<file path="src/rtl/wb_trace_monitor.sv">
// ---------------------------------------------------------------------------
// wb_trace_monitor
//
// Purpose:
//   Taps the CPU register-file write-back port. It records only the writes
//   that change the value of a watched register. Each record goes into a
//   first-word-fall-through FIFO with a cycle stamp. The block also detects
//   test completion through the done/pass register convention, and flags a
//   run-cycle timeout.
//
// Ports:
//   clk          : clock
//   rst          : asynchronous active-high reset
//   wb_en        : register-file write enable
//   wb_addr      : destination register index
//   wb_data      : write data (XLEN bits)
//   trc_valid    : FIFO head holds a record
//   trc_ready    : consumer accepts the head record
//   trc_addr     : head record register index
//   trc_data     : head record value
//   trc_cycle    : head record cycle stamp
//   fifo_level   : current FIFO occupancy
//   drop_cnt     : records lost to a full FIFO (saturating)
//   test_done    : DONE_REG was written with 1
//   test_pass    : PASS_REG shadow held 1 when done was reached
//   test_timeout : the cycle limit was reached before done
//
// FIFO_DEPTH must be a power of two and at least 2. The pointers rely on
// natural wrap-around at that size.
// ---------------------------------------------------------------------------
module wb_trace_monitor #(
    parameter int          XLEN           = 32,
    parameter logic [31:0] WATCH_MASK     = 32'h3800_0000,
    parameter int          FIFO_DEPTH     = 8,
    parameter int          TIMEOUT_CYCLES = 100000,
    parameter int          DONE_REG       = 26,
    parameter int          PASS_REG       = 27
) (
    input  logic                        clk,
    input  logic                        rst,
    input  logic                        wb_en,
    input  logic [4:0]                  wb_addr,
    input  logic [XLEN-1:0]             wb_data,
    output logic                        trc_valid,
    input  logic                        trc_ready,
    output logic [4:0]                  trc_addr,
    output logic [XLEN-1:0]             trc_data,
    output logic [31:0]                 trc_cycle,
    output logic [$clog2(FIFO_DEPTH):0] fifo_level,
    output logic [15:0]                 drop_cnt,
    output logic                        test_done,
    output logic                        test_pass,
    output logic                        test_timeout
);

    localparam int AW = $clog2(FIFO_DEPTH);
    localparam int LW = AW + 1;

    typedef enum logic [1:0] {
        S_RUN,
        S_DONE,
        S_TIMEOUT
    } state_t;

    state_t            r_state;
    logic [31:0]       r_cyc;
    logic              r_done;
    logic              r_pass;
    logic              r_timeout;

    // Shadow copies of the register file. Only watched indices and PASS_REG
    // are ever written, so the remaining entries stay at their reset value.
    logic [XLEN-1:0]   r_shadow [32];

    logic [4:0]        r_memAddr  [FIFO_DEPTH];
    logic [XLEN-1:0]   r_memData  [FIFO_DEPTH];
    logic [31:0]       r_memCycle [FIFO_DEPTH];
    logic [AW-1:0]     r_wrPtr;
    logic [AW-1:0]     r_rdPtr;
    logic [LW-1:0]     r_level;
    logic              r_valid;
    logic [15:0]       r_drop;

    logic              w_run;
    logic              w_tracked;
    logic              w_shadowed;
    logic              w_capture;
    logic              w_doneHit;
    logic              w_timeoutHit;
    logic              w_pop;
    logic              w_full;
    logic              w_push;
    logic              w_drop;
    logic [LW-1:0]     w_levelNext;

    assign w_run        = (r_state == S_RUN);
    assign w_tracked    = (wb_addr != 5'd0) && WATCH_MASK[wb_addr];
    assign w_shadowed   = (wb_addr != 5'd0) &&
                          (WATCH_MASK[wb_addr] || (wb_addr == 5'(PASS_REG)));
    assign w_capture    = w_run && wb_en && w_tracked &&
                          (wb_data != r_shadow[wb_addr]);
    assign w_doneHit    = w_run && wb_en && (wb_addr == 5'(DONE_REG)) &&
                          (wb_data == XLEN'(1));
    assign w_timeoutHit = w_run && (TIMEOUT_CYCLES != 0) &&
                          (r_cyc == 32'(TIMEOUT_CYCLES));

    // A pop frees a slot in the same cycle, so a push into a full FIFO
    // is accepted when a pop happens alongside it.
    assign w_pop        = r_valid && trc_ready;
    assign w_full       = (r_level == LW'(FIFO_DEPTH));
    assign w_push       = w_capture && (!w_full || w_pop);
    assign w_drop       = w_capture && w_full && !w_pop;
    assign w_levelNext  = r_level + LW'(w_push) - LW'(w_pop);

    // Run/done/timeout FSM. The cycle counter advances only while the FSM
    // stays in RUN, so it is left frozen at its value in the transition cycle.
    // When done and timeout happen in the same cycle, done wins.
    always_ff @(posedge clk or posedge rst) begin
        if (rst) begin
            r_state   <= S_RUN;
            r_cyc     <= 32'd0;
            r_done    <= 1'b0;
            r_pass    <= 1'b0;
            r_timeout <= 1'b0;
        end else begin
            case (r_state)
                S_RUN: begin
                    if (w_doneHit) begin
                        r_state <= S_DONE;
                        r_done  <= 1'b1;
                        r_pass  <= (r_shadow[5'(PASS_REG)] == XLEN'(1));
                    end else if (w_timeoutHit) begin
                        r_state   <= S_TIMEOUT;
                        r_timeout <= 1'b1;
                    end else begin
                        r_cyc <= r_cyc + 32'd1;
                    end
                end
                default: begin
                    r_state <= r_state;
                end
            endcase
        end
    end

    // Shadow update. This happens whether or not the FIFO has room, so the
    // change detector always compares against the latest written value.
    always_ff @(posedge clk or posedge rst) begin
        if (rst) begin
            for (int i = 0; i < 32; i++) begin
                r_shadow[i] <= '0;
            end
        end else if (w_run && wb_en && w_shadowed) begin
            r_shadow[wb_addr] <= wb_data;
        end
    end

    // Trace FIFO. The head entry is presented directly from storage. That
    // entry is never overwritten while it is still unpopped, so the head
    // fields stay stable until the consumer takes them.
    always_ff @(posedge clk or posedge rst) begin
        if (rst) begin
            for (int i = 0; i < FIFO_DEPTH; i++) begin
                r_memAddr[i]  <= '0;
                r_memData[i]  <= '0;
                r_memCycle[i] <= '0;
            end
            r_wrPtr <= '0;
            r_rdPtr <= '0;
            r_level <= '0;
            r_valid <= 1'b0;
            r_drop  <= 16'd0;
        end else begin
            if (w_push) begin
                r_memAddr[r_wrPtr]  <= wb_addr;
                r_memData[r_wrPtr]  <= wb_data;
                r_memCycle[r_wrPtr] <= r_cyc;
                r_wrPtr             <= r_wrPtr + AW'(1);
            end
            if (w_pop) begin
                r_rdPtr <= r_rdPtr + AW'(1);
            end
            r_level <= w_levelNext;
            r_valid <= (w_levelNext != '0);
            if (w_drop && (r_drop != 16'hFFFF)) begin
                r_drop <= r_drop + 16'd1;
            end
        end
    end

    assign trc_valid    = r_valid;
    assign trc_addr     = r_memAddr[r_rdPtr];
    assign trc_data     = r_memData[r_rdPtr];
    assign trc_cycle    = r_memCycle[r_rdPtr];
    assign fifo_level   = r_level;
    assign drop_cnt     = r_drop;
    assign test_done    = r_done;
    assign test_pass    = r_pass;
    assign test_timeout = r_timeout;

endmodule

</file>
<file path="config.mk">
export PLATFORM = sky130hd
export DESIGN_NAME = wb_trace_monitor
export DESIGN_NICKNAME = d
export VERILOG_FILES = /design/src/rtl/wb_trace_monitor.sv
export SDC_FILE = /design/constraint.sdc
export NUM_CORES = 2
export LEC_CHECK = 0
export BUFFER_PORTS_ARGS = -buffer_cell sky130_fd_sc_hd__buf_2
export CAP_MARGIN = 20
export CORE_MARGIN = 8
export CORE_UTILIZATION = 60
export DETAILED_ROUTE_END_ITERATION = 10
export GPL_TIMING_DRIVEN = 0
export PLACE_DENSITY_LB_ADDON = 0.25
export RECOVER_POWER = 25
export REMOVE_ABC_BUFFERS = 1
export SYNTH_ARGS = -nofsm -noshare
export SYNTH_HDL_FRONTEND = slang
export SYNTH_SLANG_ARGS = --single-unit
export TNS_END_PERCENT = 100
</file>
<file path="constraint.sdc">
create_clock -name clk -period 90.1 [get_ports clk]
set_input_delay 18.02 -clock clk [delete_from_list [all_inputs] [get_ports clk]]
set_output_delay 18.02 -clock clk [all_outputs]
set_load 0.02 [all_outputs]
</file>
## Yosys cells after proc, flatten, opt, wreduce, memory -nomap -nowiden

Memory sizes are Yosys's and may differ from the RTL's.
Cells that the tools add are included.

- Bits in registers: 1639
- Output and inout port bits: 93
- Memories kept: 1
- Bits in read-only memories: 32

Memory list:

| memory | depth | width | rd ports | clocked after memory_dff | write ports | RTL line | source |
|---|---|---|---|---|---|---|---|
| (name not given) | 32 | 1 | 1 | 0 | 0 | 99 | `(WATCH_MASK[wb_addr] \|\| (wb_addr == 5'(PASS_REG)));` |

- Bitwise gates (word level): 5
- Order comparisons: 6
- Reductions and logical operators: 28
- Mux-type cells: 25
- $add $sub $neg: 6
- Eq/ne operators: 7

Operator list:

| kind | count |
|---|---|
| bitwise mux 1024 bit | 1 |
| bitwise mux 256 bit | 2 |
| 2-to-1 mux 32 bit | 8 |
| binary-select mux 32 bit (select 3 bit) | 2 |
| binary-select mux 32 bit (select 5 bit) | 1 |
| demux 32 bit (select 5 bit) | 1 |
| demux 32 bit (select 3 bit) | 1 |
| bitwise mux 40 bit | 1 |
| adder 32 x 1 -> 32 bit (second input constant) | 1 |
| == test 32 x 1 -> 1 bit (second input constant) | 1 |
| == test 32 x 17 -> 1 bit (second input constant) | 1 |
| != test 32 bit | 1 |
| adder 16 x 1 -> 16 bit (second input constant) | 1 |
| logical AND 1 bit | 16 |
| != test 16 bit (second input constant) | 1 |
| binary-select mux 5 bit (select 3 bit) | 1 |
| demux 5 bit (select 3 bit) | 1 |
| 2-to-1 mux 5 bit | 3 |
| == test 5 bit (second input constant) | 2 |
| greater-or-equal comparator 4 bit (second input constant) | 2 |
| NOT 3 -> 4 bit | 2 |
| adder 3 x 1 -> 3 bit (second input constant) | 2 |
| greater-or-equal comparator 6 bit (second input constant) | 1 |
| less-than comparator 5 x 6 -> 1 bit (second input constant) | 1 |
| other kinds (17) | 23 |

## Longest topological paths before layout

- Depth in word-level cells: 10
- Depth in mapped cells: 24

## Worst setup path before layout

OpenSTA, ideal clock, no wires.

- Kind: input to register
- Start point: input port wb_addr[0]
- End point: register r_valid, in the netlist trc_valid
- Arrival: 22474 ps
- Stages: 23
- Path slack: 67487 ps
- Data required time: 89961 ps
- Path through: buf_4 buf_6 buf_4 buf_2 buf_4 mux2i_1 a22oi_1 a21oi_1 a2111oi_0 xor2_1 a2111oi_0 nand4_1 nor3_4 buf_6 nor3_1 inv_1 ha_1 inv_1 ha_1 inv_1 fa_1 inv_1 or4_1

- Cells in the longest elaborated chain, start to end: 10
- Elaborated cells on any way between the ends: 15
- Classes of those cells: add/sub (2); eq/ne (1); mux (4); bitwise (1); reduce/logical (6); memory (1)

Ends and longest elaborated chain:

| what | RTL line | source |
|---|---|---|
| from (decl) | 42 | `input logic [4:0] wb_addr,` |
| NOT 5 -> 6 bit (not written as such) | 101 | `(wb_data != r_shadow[wb_addr]);` |
| binary-select mux 32 bit (select 5 bit) | 101 |  |
| 2-to-1 mux 32 bit (not written as such) (2 in series) | 101 |  |
| != test 32 bit | 101 |  |
| logical AND 1 bit (*) | 100 | `assign w_capture = w_run && wb_en && w_tracked &&` |
| logical AND 1 bit (*) | 111 | `assign w_push = w_capture && (!w_full \|\| w_pop);` |
| adder 4 x 1 -> 4 bit (*) | 113 | `assign w_levelNext = r_level + LW'(w_push) - LW'(w_pop);` |
| subtractor 4 x 1 -> 4 bit (*) | 113 |  |
| net w_levelNext[1] | 94 | `logic [LW-1:0] w_levelNext;` |
| nonzero test 4 bit (*) | 184 | `r_valid <= (w_levelNext != '0);` |
| to (signal assigned) | 184 |  |
| to (decl) | 81 | `logic r_valid;` |

Mark *: on every way through the listed nets, which the timed path passes. The rest lies on a longest branch. The select of a mux whose other input is x is not followed.
A chain may end at the register's enable or synchronous reset.

## Worst setup path after layout

Ends and elaborated chain as after synthesis.

==> run summary <==
R2r setup slk - 84320 ps
Clock group share of total power - 0.399
Antenna violations before repair - 15
First-pass DRT Iterations - 5
Vias in the first global route - 35500
Adder-Cell Fraction of Synth Area - 0.00217
Fin Setup TNS - 0 ps
Initial Util - 0.605
Crit. Startpoint - wb_addr[0]
Peak supply drop - 16.0 µV
Global route hottest layer - met2
WP depth - 24
Chip width - 350 µm
MaxCap Viol Count - 0
Post-CTS Setup Inserts - 0
Cell mode on critical path - buf_16
WP data required - 90710 ps
Layout Skew - 28.8 ps
Post-synthesis async set-or-reset flop share - 1.00
H-tree depth - 4
Clock net sink count - 1639
Clock Tree Buf Depth - 3
Count of cell types in the netlist - 64
Fill cells - 7563
Nets@finish - 3925
Met2 usage - 0.333
DR DRC count - 0
Die Area - 122000 µm²
Drt via density - 5.76
Gp weighted congestion - 0.735
Total track usage - 0.221
Kind of critical path - in2reg
Worst R2R Path Depth - 18
Synth-to-Final Area Change - 8.12%
Skew-Pair Late Insertion Delay - 760 ps
Logic pwr share - 0.141
CTS buffer count - 162
GRT met1 Usage - 0.327
Static Leak - 35.1 nW
Largest family of logic cells by synthesized area - multiplexers
Largest net degree at the start of global routing - 140
Launching point of the worst reg2reg path - r_shadow[141]
Avg WL per Cell - 23.8 µm
Worst-path cell with the longest stage delay - nor3_4
Synth Area in Simple Gates - 0.0245
Power per Cell Area - 24.4 nW/µm²
Global-route wire length before repair - 211 mm
Clk root buf - clkbuf_16
Post_cts resized - 0
WP buf/inv - 11
Port Buffers - 132
Mux share of post-synthesis cell area - 0.258
Worst Setup End Kind - flop
Synth Area in Compound Gates - 0.0181
Synthesized cell area - 66800 µm²
Pre-CTS WS - 63800 ps
Worst-path clk slew - 60 ps
Sequential power share - 0.460
NetSw - 437 µW
CP max FO - 68
Final Max Tran Viols - 0
Worst flop-to-flop path endpoint - trc_valid
Worst-margin pin slew - 1060 ps
Share of cells above drive strength 1 - 0.393
Register area share after synthesis - 0.614
HPWL Detailed - 82.3 mm
Period Utilization, post-route - 0.282
Hold Path Class - reg2reg
Syn_area_per_cell - 14.3 µm²
Die H - 350 µm
TritonCTS clock tree - done
Core Area - 111000 µm²
P_int - 1.33 mW
Endpoints failing setup - 0
Post-Synth XOR/XNOR Area - 0.0104
Final ANT Viol Nets - 0
Drt total wl - 131 mm
Worst-path cell chain - buf_8, buf_16, buf_16, buf_16, buf_16, buf_16, mux4_2, mux2i_1, o22ai_1, nor2_1, xor2_1, nand4_1, or4_1, nor3_4, buf_8, nor3_1, inv_1, ha_1, inv_1, ha_1, inv_1, fa_1, inv_1, or4_1
Largest delay share family, worst path - buffers and inverters
Most common flop cell mapped by yosys - dfrtp_1
Final Hold Vio Count - 0
Crit path to - trc_valid
Vias - 31700
Row cnt - 122
FMAX - 39.3 MHz
Slew headroom - 0.289
Status - finished, final reports clean
Flops & latches, synth - 1639
RSZ-0062 raised after global routing - false
Setup crit start kind - input pin
Post-Syn Instances - 4682
Final WS setup - 64680 ps
Worst path max stage delay - 800 ps
# IOs - 134
Met3 Use GR - 0.0487
Switch share - 0.248
Gr ovfl total - 0
Post-synth EDFFs - 0
Min Clock Period, post-route - 25420 ps
Worst Hold Slack - 369 ps
Warnings from Yosys - 0
# hold bufs at CTS - 0
Critical Path AT - 26030 ps
Initial drt markers - 2247
-- flip-flops by register name, indices dropped and copies added, names as in the netlist --
signal,count
drop_cnt,16
r_wrPtr,3
r_rdPtr,3
trc_valid,1
fifo_level,4
r_shadow,1024
r_cyc,32
r_memData,256
r_state,2
test_done,1
test_timeout,1
r_memAddr,40
r_memCycle,256
-- how the worst min path moves through the flow --
stage	from	to	slack [ps]	cells after the start
final	r_shadow[949]	r_shadow[949]	370	0
after global routing	r_shadow[45]	r_shadow[45]	380	0
after CTS	r_shadow[169]	r_shadow[169]	370	0
after detailed placement	r_shadow[308]	r_shadow[308]	360	0
after global placement	r_shadow[598]	r_shadow[598]	360	0
after floorplan	r_shadow[598]	r_shadow[598]	350	0
-- worst register-to-register path: stages (launching register included) --
cell     delay (ps)
dfrtp_1         380
mux4_2          470
mux2i_1         160
o22ai_1         100
nor2_1          170
xor2_1          460
nand4_1         410
or4_1           670
nor3_4          810
buf_8           260
nor3_1          110
inv_1           100
ha_1            230
inv_1            60
ha_1            150
inv_1            60
fa_1            500
inv_1            50
or4_1           510
-- synthesized netlist by cell type, drive strengths merged (7+ instances only) --
master | n | area (µm²)
nand3 | 41 | 205
nor4 | 26 | 175
a22oi | 64 | 480
o21ai | 12 | 60.1
dfrtp | 1639 | 41000
buf | 148 | 852
mux2i | 224 | 2240
nor3 | 23 | 136
o22ai | 15 | 93.8
a2111oi | 7 | 70.1
mux4 | 310 | 6980
ha | 10 | 125
a22o | 9 | 78.8
clkbuf | 1064 | 3990
nand4 | 20 | 125
or2 | 22 | 138
mux2 | 711 | 8010
inv | 15 | 56.3
nand2 | 79 | 297
xnor2 | 55 | 482
a221oi | 9 | 78.8
xor2 | 24 | 210
a21oi | 31 | 155
and3 | 20 | 125
nor2 | 39 | 149
-- final cells by class --
cell class	instances	area (µm²)	share of cell area
Clock buffer	234	4770	0.0660
Antenna cell	7	17.5	0.000242
Sequential cell	1639	41000	0.568
Clock inverter	61	865	0.0120
Timing Repair Buffer	239	2650	0.0366
Inverter	16	71.3	0.000987
Multi-Input combinational cell	1815	21000	0.291
Tap cell	1488	1860	0.0258
-- stage by stage --
| step | power, mW | utilization | instances | instance area [µm²] |
|---|---|---|---|---|
| finish | 1.76 | 0.654 | 5499 | 72300 |
| global route | 1.83 | 0.654 | 5494 | 72300 |
| CTS | 1.78 | 0.654 | 5492 | 72200 |
| detailed placement | 1.08 | 0.603 | 5197 | 66600 |
| global placement | 1.09 | 0.584 | 5090 | 64500 |
| floorplan | 0.999 | - | 3470 | 62000 |
-- power by group through the flow --
| stage | Sequential (mW) | Clock, mW | Combinational, mW |
|---|---|---|---|
| final | 0.811 | 0.702 | 0.249 |
| after global routing | 0.817 | 0.747 | 0.268 |
| after CTS | 0.811 | 0.718 | 0.254 |
| after detailed placement | 0.824 | 0 | 0.253 |
| after global placement | 0.865 | 0 | 0.221 |
| after floorplan | 0.842 | 0 | 0.158 |
-- logic make-up after synthesis --
family / Yosys count
AOI/OAI and AO/OA: 171
buffers and inverters: 1228
other: 1
DFF: 1639
muxes: 1245
and+or+nand+nor: 308
xor gates and xnor gates: 79
adders and majority gates: 11
-- cell usage in the layout, fill, tap and decap left out, types with 31 or more instances in the layout --
cell | netlist | routed
dfrtp_1 | 1639 | 1636
mux2_2 | 707 | 707
mux4_2 | 310 | 310
mux2i_1 | 224 | 224
clkbuf_16 | 0 | 165
buf_2 | 72 | 129
nand2_1 | 79 | 79
a22oi_1 | 64 | 64
xnor2_1 | 55 | 55
nand3_1 | 41 | 41
buf_6 | 16 | 41
buf_16 | 0 | 40
clkbuf_8 | 0 | 38
nor2_1 | 38 | 36
a21oi_1 | 31 | 31
clkbuf_1 | 1064 | 31
-- layer usage --
layer  vias up  wire, µm
li1      14100         -
met1     16800     60800
met2       654     59900
met3       216      6880
met4         6      3320
met5         -        37
Note: power is estimated with default switching activity, not from simulation.
